--- src/rtl/alu_sweep_pkg.sv ---
// alu_sweep_pkg: shared state enum, slice opcodes and vector bit positions for the ALU slice sweeper
package alu_sweep_pkg;
  typedef enum logic [2:0] {IDLE, DRIVE, SAMPLE, ADVANCE, FINISH} state_e;
  localparam logic [2:0] OP_AND  = 3'b000;
  localparam logic [2:0] OP_OR   = 3'b001;
  localparam logic [2:0] OP_XOR  = 3'b010;
  localparam logic [2:0] OP_NOR  = 3'b011;
  localparam logic [2:0] OP_ADD  = 3'b100;
  localparam logic [2:0] OP_SUB  = 3'b101;
  localparam logic [2:0] OP_NOTA = 3'b110;
  localparam logic [2:0] OP_PASS = 3'b111;
  localparam int VEC_A  = 0;
  localparam int VEC_B  = 1;
  localparam int VEC_CN = 2;
  localparam int VEC_S  = 3;
  localparam int VEC_W  = 6;
  localparam logic [VEC_W-1:0] VEC_LAST = '1;
endpackage

--- src/rtl/alu_slice_model.sv ---
// alu_slice_model: combinational golden model of the 1-bit ALU slice
module alu_slice_model
  import alu_sweep_pkg::*;
(
  input  logic       a,
  input  logic       b,
  input  logic       cn,
  input  logic [2:0] s,
  output logic       y_exp,
  output logic       c_exp
);
  logic [1:0] add, sub;
  assign add = {1'b0, a} + {1'b0, b} + {1'b0, cn};
  assign sub = {1'b0, a} + {1'b0, ~b} + {1'b0, cn};
  always_comb begin
    {c_exp, y_exp} = 2'b00;
    case (s)
      OP_AND:  y_exp = a & b;
      OP_OR:   y_exp = a | b;
      OP_XOR:  y_exp = a ^ b;
      OP_NOR:  y_exp = ~(a | b);
      OP_ADD:  {c_exp, y_exp} = add;
      OP_SUB:  {c_exp, y_exp} = sub;
      OP_NOTA: y_exp = ~a;
      OP_PASS: y_exp = a;
      default: {c_exp, y_exp} = 2'b00;
    endcase
  end
endmodule

--- src/rtl/alu_slice_sweeper.sv ---
// alu_slice_sweeper: sweeps all 64 slice input vectors and checks y/cn_1 when ALU_SWEEP_CHECK_EN is defined
module alu_slice_sweeper
  import alu_sweep_pkg::*;
#(
  parameter int SETTLE_CYCLES = 4
) (
  input  logic             clk,
  input  logic             rst_n,
  input  logic             start,
  output logic             busy,
  output logic             done,
  output logic [VEC_W-1:0] vec,
  output logic             a,
  output logic             b,
  output logic             cn,
  output logic [2:0]       s,
  input  logic             y,
  input  logic             cn_1,
  output logic [6:0]       err_cnt,
  output logic             fail_valid,
  output logic [VEC_W-1:0] fail_vec
);
  state_e state_q, state_d;
  logic [7:0] settle_q, settle_d;
  logic [VEC_W-1:0] vec_q, vec_d, fail_vec_q, fail_vec_d;
  logic [6:0] err_q, err_d;
  logic busy_q, busy_d, done_q, done_d, fv_q, fv_d, mismatch;
`ifdef ALU_SWEEP_CHECK_EN
  logic y_exp, c_exp;
  alu_slice_model u_model (
    .a(vec_q[VEC_A]), .b(vec_q[VEC_B]), .cn(vec_q[VEC_CN]), .s(vec_q[VEC_S+:3]),
    .y_exp(y_exp), .c_exp(c_exp)
  );
  assign mismatch = (y != y_exp) || (cn_1 != c_exp);
`else
  // Without checking the result registers never leave their reset value of 0.
  logic unused_slice;
  assign unused_slice = y ^ cn_1;
  assign mismatch = 1'b0;
`endif
  always_comb begin
    state_d = state_q;
    settle_d = settle_q;
    vec_d = vec_q;
    busy_d = busy_q;
    done_d = 1'b0;
    err_d = err_q;
    fv_d = fv_q;
    fail_vec_d = fail_vec_q;
    case (state_q)
      IDLE: if (start) begin
        state_d = DRIVE;
        settle_d = '0;
        vec_d = '0;
        busy_d = 1'b1;
        err_d = '0;
        fv_d = 1'b0;
        fail_vec_d = '0;
      end
      DRIVE: begin
        settle_d = settle_q + 8'd1;
        if (settle_q == 8'(SETTLE_CYCLES - 1)) begin
          state_d = SAMPLE;
          settle_d = '0;
        end
      end
      SAMPLE: begin
        err_d = mismatch ? err_q + 7'd1 : err_q;
        fv_d = fv_q | mismatch;
        fail_vec_d = (mismatch && !fv_q) ? vec_q : fail_vec_q;
        state_d = (vec_q == VEC_LAST) ? FINISH : ADVANCE;
        busy_d = vec_q != VEC_LAST;
        done_d = vec_q == VEC_LAST;
      end
      ADVANCE: begin
        vec_d = vec_q + 1'b1;
        state_d = DRIVE;
      end
      FINISH: state_d = IDLE;
      default: state_d = IDLE;
    endcase
  end
  always_ff @(posedge clk or negedge rst_n) begin
    if (!rst_n) begin
      state_q <= IDLE;
      settle_q <= '0;
      vec_q <= '0;
      busy_q <= 1'b0;
      done_q <= 1'b0;
      err_q <= '0;
      fv_q <= 1'b0;
      fail_vec_q <= '0;
    end else begin
      state_q <= state_d;
      settle_q <= settle_d;
      vec_q <= vec_d;
      busy_q <= busy_d;
      done_q <= done_d;
      err_q <= err_d;
      fv_q <= fv_d;
      fail_vec_q <= fail_vec_d;
    end
  end
  assign busy = busy_q;
  assign done = done_q;
  assign vec = vec_q;
  assign {s, cn, b, a} = vec_q;
  assign err_cnt = err_q;
  assign fail_valid = fv_q;
  assign fail_vec = fail_vec_q;
endmodule

--- config.mk ---
export PLATFORM = sky130hd
export DESIGN_NAME = alu_slice_sweeper
export DESIGN_NICKNAME = d
export VERILOG_FILES = /design/src/rtl/alu_sweep_pkg.sv /design/src/rtl/alu_slice_model.sv /design/src/rtl/alu_slice_sweeper.sv
export SDC_FILE = /design/constraint.sdc
export NUM_CORES = 1
export LEC_CHECK = 0
export ABC_CLOCK_PERIOD_IN_PS = 2200
export BUFFER_PORTS_ARGS = -buffer_cell sky130_fd_sc_hd__buf_2
export CAP_MARGIN = 25
export CORE_AREA = 2 2 50 52
export CTS_BUF_LIST = sky130_fd_sc_hd__clkbuf_4
export DETAILED_ROUTE_END_ITERATION = 12
export DIE_AREA = 0 0 52 54
export MAX_ROUTING_LAYER = met4
export PLACE_DENSITY = 0.78
export SLEW_MARGIN = 20
export SYNTH_ARGS = -nofsm -noshare
export SYNTH_HDL_FRONTEND = slang
export SYNTH_SLANG_ARGS = --single-unit
--- constraint.sdc ---
create_clock -name clk -period 2.2 [get_ports clk]
set_input_delay 0.11 -clock clk [delete_from_list [all_inputs] [get_ports clk]]
set_output_delay 0.11 -clock clk [all_outputs]
set_load 0.1 [all_outputs]
==> summary.txt <==
Floorplan
  • Initial Utilization: around half
  • Die ar.: 2810 um^2
  • Die X: 52 um
  • Die Span Y: 54 um
  • Core ar.: 2320 um^2
  • # rows: 18
  • Top-level port count: 33

Detailed routing
  • DRT iter0 DRCs: 24
  • Vias after detailed routing: 903
  • Pre-antenna DRT Iters: 4
  • Post-route ant nets: 0
  • Routed WL: 2190 um
  • Vias/cell: 5.34
  • Drt drc: 0
  • Wire per inst: around 13 um

STA
  • RSZ-0062 raised after global routing: no
  • Fin. Hold Viols: 0
  • Max frequency: 522 MHz
  • Final Cycle Share: around 87%
  • Max-slew violation count: 0
  • Rel. slew slack: 61.3%
  • Slew @ Worst Pin: 576 ps
  • TNS Setup: 0 ps
  • Setup violators final: 0
  • Worst Clk Skew: 3.80 ps
  • Period minus WS final: 1910 ps

Final layout
  • # diodes: 0
  • Final non-filler cell total: 169
  • Area grow syn2layout: 4.68%
  • Fillers: 216
  • Area of the multi-input gates: about 550 um^2
  • FF+latch area: approximately 480 um^2
  • Nets@finish: 147
  • Share of cells above drive strength 1: between 20% and 30%

Setup path
  • Crit. End Element: flop
  • Worst EP required: 2410 ps
  • R2R setup slack: 290 ps
  • Launch point of the worst reg-to-reg path: settle_q[0]
  • Worst setup SP type: flop
  • Largest fanout on the critical path: 8
  • FF-to-FF path depth: 5
  • Worst EP arrival: 2120 ps
  • R2r endpoint: settle_q[3]
  • Crit path from: settle_q[0]
  • Critical path destination: settle_q[3]
  • Critical setup path kind: reg2reg

Clocking
  • Clock latency on the worst-skew pair: 310 ps
  • CTS tree: built
  • Number of buffers created by CTS: 3
  • Clk slew on worst S/H paths: roughly 110 ps
  • Num Clock Sinks: 19
  • CTS H-tree lvls: 1
  • CTS root buffer: clkbuf_4
  • Longest Clk Path Bufs: 2

Power
  • Pwr dens: ~540 nW/um^2
  • Clock Power Share: 28.4%
  • Internal power: 420 uW
  • Seq pwr share: ~54%
  • Logic gate share of total power: 17.8%
  • VDD IR max: 0.468 mV
  • Leakage power: 0.560 nW
  • Net Sw Power: 229 uW
  • Sw Share: 35.2%

Run status
  • Status: finished clean

Logic synthesis
  • Synthesized area per cell: 9.12 um^2
  • Post-synthesis sequential element count: 19
  • Post-Syn Instances: 126
  • Synthesized cell area: 1150 um^2
  • Register area share after synthesis: between 40% and 50%
  • Unique cell type count in the Yosys netlist: 36
  • Synth Warn #: 0
  • Synth area leader: dfrtp_1
  • Yosys top cell area share: 41.4%
  • Area contributors post-synth: dfrtp_1 (41%), buf_4 (14%), nand3_1 (4.4%)

GRT
  • Gr ovfl total: 0
  • Overall routing resource usage: 17.8%
  • Vias in the first global route: 807
  • Initial antenna violation count: 0
  • Largest net degree at the start of global routing: 20
  • First-pass GRT wire length: ~3500 um

Flow run
  • Maxcap violations: 0

Placement
  • # placed instances: 164
  • Final Wtd Congestion: 0.813
  • Port buffer count: 16
  • DP HPWL: 1600 um

Worst hold path
  • Min-Delay Startpoint: start
  • Hold Crit Class: in2reg
## cell families (layout without fill, tap and decap cells)
kind of cell | Yosys count | in the layout | share of synthesized area [%]
AND/OR/NAND/NOR | 47 | 47 | 22.2
AO/OA/AOI/OAI | 29 | 29 | 16.8
buffers and inverters | 26 | 26 | 15.4
flip-flops | 19 | 19 | 41.4
adder cells (fa/ha/maj) | 2 | 2 | 2.18
multiplexers | 2 | 2 | 1.74
other | 1 | 14 | 0.326
## worst min-delay path by stage
stage | slack, ps | cells past startpoint | end
floorplan | -190 | 0 | busy
global placement | 70 | 1 | settle_q[2]
detailed placement | 70 | 1 | settle_q[2]
CTS | 170 | 4 | vec[1]
global route | 210 | 3 | state_q[0]
finish | 190 | 4 | vec[1]
## power by group through the flow
| stage | registers [mW] | logic (mW) | clock network (mW) |
|---|---|---|---|
| after floorplan | 0.356 | 0.124 | 0 |
| after global placement | 0.356 | 0.114 | 0 |
| after detailed placement | 0.356 | 0.114 | 0 |
| after CTS | 0.349 | 0.115 | 0.194 |
| after global routing | 0.349 | 0.119 | 0.205 |
| final | 0.349 | 0.115 | 0.184 |
## routing by layer
layer  wire [um]  share of wire [%]  vias up  track usage (%)
li1            -                  -      443                -
met1         926                 42      437             20.3
met2        1150                 52       19             30.0
met3          89                4.1        4             5.00
met4          30                1.4        0             6.58
met5           0                  0        -                -
## placed cells by master (no fill, tap or decap), types with 3 or more instances in the layout
cell type / netlist / final
inv_1: 3 / 3
o211ai_1: 3 / 3
dfrtp_1: 19 / 19
buf_2: 0 / 16
a21oi_1: 6 / 6
conb_1: 1 / 14
o21ai_0: 8 / 8
clkbuf_4: 0 / 3
nand3_1: 10 / 10
nand2_1: 11 / 11
nor2_1: 8 / 8
## state kept, by name, indices dropped and copies added (netlist names)
| signal | cells |
|---|---|
| busy | 1 |
| state_q | 3 |
| settle_q | 8 |
| vec | 6 |
| done | 1 |
## what timing repair did
item | CTS | global route
hold buffers | 1 | 0
gates resized for setup | 0 | 0
buffers inserted | 0 | 0
endpoints found under the hold margin | 19 | 0
## stage by stage
step	power, mW	hold WS, ps	utilization [%]	cell area (um^2)	setup slack [ps]
detailed placement	0.470	72.9	50.2	1160	310
global route	0.674	213	51.8	1200	192
global placement	0.470	67.2	50.2	1160	355
CTS	0.658	173	51.8	1200	283
finish	0.649	187	51.8	1200	286
floorplan	0.480	-186	-	1200	82.7
## layout make-up
cell class,count,area share (%)
inverter,3,0.937
tap,30,3.12
multi-input combinational,94,45.4
timing repair buffer,19,8.74
clock buffer,3,1.87
clock inverter,1,0.416
sequential,19,39.5
## worst max-delay path: stages, from the launching register on
cell and delay [ps]:
dfrtp_1 420, ha_1 230, or4b_4 500, o211a_4 300, a21o_1 160, a22o_1 220
## Yosys cell counts
library cell / count
nand3_1: 10
buf_4: 21
nor2_1: 8
o21a_1: 1
a21o_1: 2
dfrtp_1: 19
a32o_1: 1
o31ai_1: 1
a22o_1: 2
or2_2: 1
o21ai_0: 8
or4b_4: 1
ha_1: 2
nor2b_1: 1
inv_1: 3
nor3_1: 2
a211oi_1: 1
mux2i_1: 2
o21ai_1: 1
clkbuf_1: 2
a21oi_1: 6
conb_1: 1
nand2b_1: 1
or3_1: 2
nand2_1: 11
or4_1: 2
nor2_4: 1
or4b_2: 1
nor3b_1: 2
nand3b_1: 1
and3_1: 1
o211ai_1: 3
and3_2: 1
o211a_4: 1
nand4_1: 1
o22ai_1: 2
Note: power is estimated with default switching activity, not from simulation.
